[src/rtl/auto_load_seq.sv]
// auto_load_seq: responder side of the POR auto-load handshake.
// On AL_START it fetches NWORDS words from the PROM readback buffer and writes
// each one into the config register file. When the load completes, or when a
// word times out, it raises AL_DONE. All outputs come straight from flops.
module auto_load_seq #(
  parameter int NWORDS = 16,
  parameter int AW     = 4,
  parameter int DW     = 16,
  parameter int TMO    = 1023
) (
  input  logic          CLK,
  input  logic          EOS,
  input  logic          AL_START,
  output logic          AL_DONE,
  output logic          AL_ERR,
  output logic [2:0]    AL_STATE,
  output logic          RD_REQ,
  output logic [AW-1:0] RD_ADDR,
  input  logic [DW-1:0] RD_DATA,
  input  logic          RD_VLD,
  output logic          WR_EN,
  output logic [AW-1:0] WR_ADDR,
  output logic [DW-1:0] WR_DATA
);

  localparam int TW = 10;
  // Leave Wait_Data once TMO cycles have passed without RD_VLD.
  localparam logic [TW-1:0] TMO_LAST  = TW'(TMO - 1);
  localparam logic [AW-1:0] LAST_WORD = AW'(NWORDS - 1);

  typedef enum logic [2:0] {
    ST_IDLE  = 3'd0,
    ST_REQ   = 3'd1,
    ST_WAIT  = 3'd2,
    ST_WRITE = 3'd3,
    ST_DONE  = 3'd4
  } state_t;

  state_t          state_reg,   state_next;
  logic [AW-1:0]   cnt_reg,     cnt_next;
  logic [TW-1:0]   tmo_reg,     tmo_next;
  logic            done_reg,    done_next;
  logic            err_reg,     err_next;
  logic            rd_req_reg,  rd_req_next;
  logic [AW-1:0]   rd_addr_reg, rd_addr_next;
  logic            wr_en_reg,   wr_en_next;
  logic [AW-1:0]   wr_addr_reg, wr_addr_next;
  logic [DW-1:0]   wr_data_reg, wr_data_next;

  // State and output registers. EOS low aborts a load immediately; any
  // config writes that were already issued stay in the register file.
  always_ff @(posedge CLK or negedge EOS) begin
    if (!EOS) begin
      state_reg   <= ST_IDLE;
      cnt_reg     <= '0;
      tmo_reg     <= '0;
      done_reg    <= 1'b0;
      err_reg     <= 1'b0;
      rd_req_reg  <= 1'b0;
      rd_addr_reg <= '0;
      wr_en_reg   <= 1'b0;
      wr_addr_reg <= '0;
      wr_data_reg <= '0;
    end else begin
      state_reg   <= state_next;
      cnt_reg     <= cnt_next;
      tmo_reg     <= tmo_next;
      done_reg    <= done_next;
      err_reg     <= err_next;
      rd_req_reg  <= rd_req_next;
      rd_addr_reg <= rd_addr_next;
      wr_en_reg   <= wr_en_next;
      wr_addr_reg <= wr_addr_next;
      wr_data_reg <= wr_data_next;
    end
  end

  // Next-state logic. Each one-cycle strobe (RD_REQ, WR_EN) is set on the
  // transition into its state, so the strobe lines up with AL_STATE.
  always_comb begin
    state_next   = state_reg;
    cnt_next     = cnt_reg;
    tmo_next     = tmo_reg;
    done_next    = done_reg;
    err_next     = err_reg;
    rd_req_next  = 1'b0;
    rd_addr_next = rd_addr_reg;
    wr_en_next   = 1'b0;
    wr_addr_next = wr_addr_reg;
    wr_data_next = wr_data_reg;
    unique case (state_reg)
      ST_IDLE: begin
        if (AL_START) begin
          state_next   = ST_REQ;
          done_next    = 1'b0;
          err_next     = 1'b0;
          cnt_next     = '0;
          rd_req_next  = 1'b1;
          rd_addr_next = '0;
        end
      end
      ST_REQ: begin
        state_next = ST_WAIT;
        tmo_next   = '0;
      end
      ST_WAIT: begin
        if (RD_VLD) begin
          state_next   = ST_WRITE;
          wr_data_next = RD_DATA;
          wr_addr_next = cnt_reg;
          wr_en_next   = 1'b1;
        end else if (tmo_reg == TMO_LAST) begin
          // Dead source: stop without writing this word.
          state_next = ST_DONE;
          done_next  = 1'b1;
          err_next   = 1'b1;
        end else begin
          tmo_next = tmo_reg + 1'b1;
        end
      end
      ST_WRITE: begin
        if (cnt_reg == LAST_WORD) begin
          state_next = ST_DONE;
          done_next  = 1'b1;
        end else begin
          state_next   = ST_REQ;
          cnt_next     = cnt_reg + 1'b1;
          rd_req_next  = 1'b1;
          rd_addr_next = cnt_reg + 1'b1;
        end
      end
      ST_DONE: begin
        // A new load needs AL_START to go low here first; there is no auto-restart.
        if (!AL_START) state_next = ST_IDLE;
      end
      default: begin
        state_next = ST_IDLE;
      end
    endcase
  end

  assign AL_STATE = state_reg;
  assign AL_DONE  = done_reg;
  assign AL_ERR   = err_reg;
  assign RD_REQ   = rd_req_reg;
  assign RD_ADDR  = rd_addr_reg;
  assign WR_EN    = wr_en_reg;
  assign WR_ADDR  = wr_addr_reg;
  assign WR_DATA  = wr_data_reg;

endmodule

[config.mk]
export PLATFORM = sky130hd
export DESIGN_NAME = auto_load_seq
export DESIGN_NICKNAME = d
export VERILOG_FILES = /design/src/rtl/auto_load_seq.sv
export SDC_FILE = /design/constraint.sdc
export NUM_CORES = 1
export LEC_CHECK = 0
export BUFFER_PORTS_ARGS = -buffer_cell sky130_fd_sc_hd__buf_2
export CAP_MARGIN = 30
export CORE_MARGIN = 2
export CORE_UTILIZATION = 30
export CTS_BUF_LIST = sky130_fd_sc_hd__clkbuf_2 sky130_fd_sc_hd__clkbuf_4 sky130_fd_sc_hd__clkbuf_8
export CTS_CLUSTER_SIZE = 16
export DETAILED_ROUTE_END_ITERATION = 6
export MAX_ROUTING_LAYER = met4
export PLACE_DENSITY = 0.55
export SETUP_SLACK_MARGIN = 0.05
export SLEW_MARGIN = 0
export SYNTH_ARGS = -nofsm -noshare
export SYNTH_HDL_FRONTEND = slang
export SYNTH_SLANG_ARGS = --single-unit
[constraint.sdc]
create_clock -name CLK -period 1.7 [get_ports CLK]
set_input_delay 0.51 -clock CLK [delete_from_list [all_inputs] [get_ports CLK]]
set_output_delay 0.51 -clock CLK [all_outputs]
set_load 0.05 [all_outputs]
==> results.md <==
- Pins Over Slew Limit: 0
- Skew-Pair Late Insertion Delay: 0.29 ns
- Crit path max fanout: 4
- Largest net degree at the start of global routing: 23
- DRC violations left: 0
- Final Cycle Share: 97.5%
- Antenna violations before repair: 0
- Total GRT Usage: 12.6%
- Final HPWL DP: 2740 um
- Worst hold path class: primary input to asynchronous set/reset pin
- Number of synthesized register bits: 41
- Layout Cells excl Fill: 286
- Post-Syn Nets: 168
- CTS Buffer Depth: 2
- Finish-stage setup viols: 0
- Ant diodes: 0
- Power, Total: 4.59 mW
- Htree depth: 2
- PD cells: 1870 nW/um^2
- Max-Slew Margin vs Limit: 76.3%
- Synth Warn #: 0
- Commonest non-fill, non-tap cell in the layout: buf_2
- Peak VDD IR: 1.08 mV
- Slack of the critical path: 0.0427 ns
- Cell variety after synth: 38
- Die area: 6760 um^2
- Syn Inst Count: 145
- Critical path type: flop to flop
- 1st-pass router iterations: 4
- First-pass GRT wire length: 6220 um
- Worst hold slack: 0.108 ns
- Die X: 82.2 um
- Die height: 82.2 um
- DR iter-0 viols: 56
- Startpoint Class: flop
- Minimum clock period: 1.66 ns
- Max_cap viols: 0
- Post-layout util: 41.4%
- CP Capture Type: flop
- Share of layout cells above drive strength 1: 49.3%
- Placed Instance Area: 2290 um^2
- Area growth from synthesis to layout: 33.6%
- Arrival time at the worst endpoint: 1.88 ns
- Most frequent cells in the layout: buf_2, dfrtp_1, mux2_2
- Cells after DPL: 277
- Num ports: 51
- Setup_tns: 0 ns
- CP Data Required Time: 1.92 ns
- Max reg flops: 16
- Max Clk Rate: 0.603 GHz
- CTS sink cnt: 41
- Endpoints failing hold: 0
- Lkg Pwr: 1.18 nW
- Seq/Total Area, Yosys: 55.9%
- Port Buffers: 50
- Nets: 233
- Dpl ws: -0.131 ns
- Worst slew pin tran: 0.354 ns
- Root Buffer: clkbuf_8
- CTS Buf Count: 5
- WL/cell: 13.2 um
- Via count: 1368
- Netlist Area Pre-Place: 1830 um^2
- Fin area: 2450 um^2
- Clock-pin slew of the registers on the worst-case setup and hold paths: 0.08 ns
- GRT Residual Overflow: 0
- Vias in the first global route: 1319
- Status: finished clean
- CTS tree: yes
- Post-DR vias/cell: 4.78
- RSZ-0062 raised after global routing: yes
- RD Place Congestion: 0.745
- Skew final: 0.00796 ns
- Starting Density: 31.0%
- Core Region: 5920 um^2
- Antenna Violating Nets Remaining: 0
- Num rows: 28
- Final WL: 3790 um
- Mapped Avg Cell Area: 12.7 um^2
[Yosys cell counts, drive strengths merged]
cell type / n / area (um^2)
a211o: 1 / 8.76
a21boi: 1 / 7.51
a21oi: 1 / 5.00
a31oi: 1 / 6.26
and3: 2 / 12.5
and3b: 1 / 8.76
buf: 4 / 20.0
clkbuf: 1 / 3.75
dfrtp: 41 / 1030
ha: 3 / 37.5
inv: 4 / 15.0
mux2: 20 / 225
mux2i: 1 / 10.0
nand2: 9 / 33.8
nand2b: 1 / 6.26
nand3: 13 / 65.1
nand3b: 3 / 22.5
nand4: 1 / 12.5
nor2: 5 / 18.8
nor3: 2 / 10.0
nor3b: 2 / 15.0
nor4: 4 / 43.8
nor4b: 1 / 23.8
o211a: 2 / 20.0
o211ai: 2 / 15.0
o21ai: 6 / 30.0
o311ai: 2 / 25.0
o31ai: 4 / 43.8
o41ai: 1 / 8.76
or3: 1 / 6.26
or3b: 1 / 8.76
or4: 1 / 7.51
or4b: 1 / 13.8
xor2: 2 / 17.5
[logic make-up after synthesis]
family / Yosys count / share of synthesized area [%]
simple gates: 48 / 16.8
flops: 41 / 55.9
compound gates: 21 / 9.28
mux: 21 / 12.8
buf+inv: 9 / 2.11
fa+ha+maj: 3 / 2.05
xor+xnor: 2 / 0.955
[final cells by class]
cell class / instances / area (um^2)
clock buffers: 6 / 82.6
repair buffers: 63 / 367
fillers: 558 / 3470
clock inverters: 2 / 37.5
well taps: 75 / 93.8
multi-input cells: 95 / 825
flip-flops and latches: 41 / 1030
inverters: 4 / 15.0
[worst paths after layout]
check / startpoint / endpoint / slack (ns) / cells past startpoint
hold reg to reg: WR_DATA[2]$_DFFE_PN0P_ / WR_DATA[2]$_DFFE_PN0P_ / 0.49 / 1
min in group CLK: RD_DATA[2] / WR_DATA[2]$_DFFE_PN0P_ / 0.43 / 2
setup / recovery: AL_STATE[0]$_DFFE_PN0P_ / tmo_reg[5]$_DFFE_PN0P_ / 0.04 / 4
hold / removal: EOS / AL_ERR$_DFFE_PN0P_ / 0.11 / 1
max in group asynchronous: EOS / WR_EN$_DFF_PN0_ / 1.01 / 2
setup reg to reg: AL_STATE[0]$_DFFE_PN0P_ / tmo_reg[5]$_DFFE_PN0P_ / 0.04 / 4
[where the power goes]
group          leakage (nW)  total [mW]  switching (mW)  internal [mW]
Clock                0.0574       0.812           0.335          0.477
Combinational         0.600        2.27            1.60          0.666
Sequential            0.522        1.51           0.202           1.30
Total                  1.18        4.59            2.14           2.45
[layer usage]
layer / vias up / global-route usage (%) / share of wire [%]
met5: - / - / 0
met4: 0 / 6.83 / 3.0
met3: 10 / 2.83 / 4.5
met2: 32 / 18.9 / 47
met1: 662 / 15.8 / 45
li1: 664 / - / -
[worst max-delay path: stages, from the launching register on]
cell and delay (ns):
dfrtp_2 0.45, nor4b_4 0.38, o31ai_4 0.15, or4_1 0.48, a21boi_1 0.13
[what timing repair did]
item                                   in CTS  in global routing
resized for setup                           1                  5
endpoints found under the hold margin       0                  0
setup endpoints to repair                   1                  9
hold buffers                                0                  0
buffers inserted                            0                  1
pin swaps                                   0                  0
No activity file was read; power rests on OpenSTA's default activity.
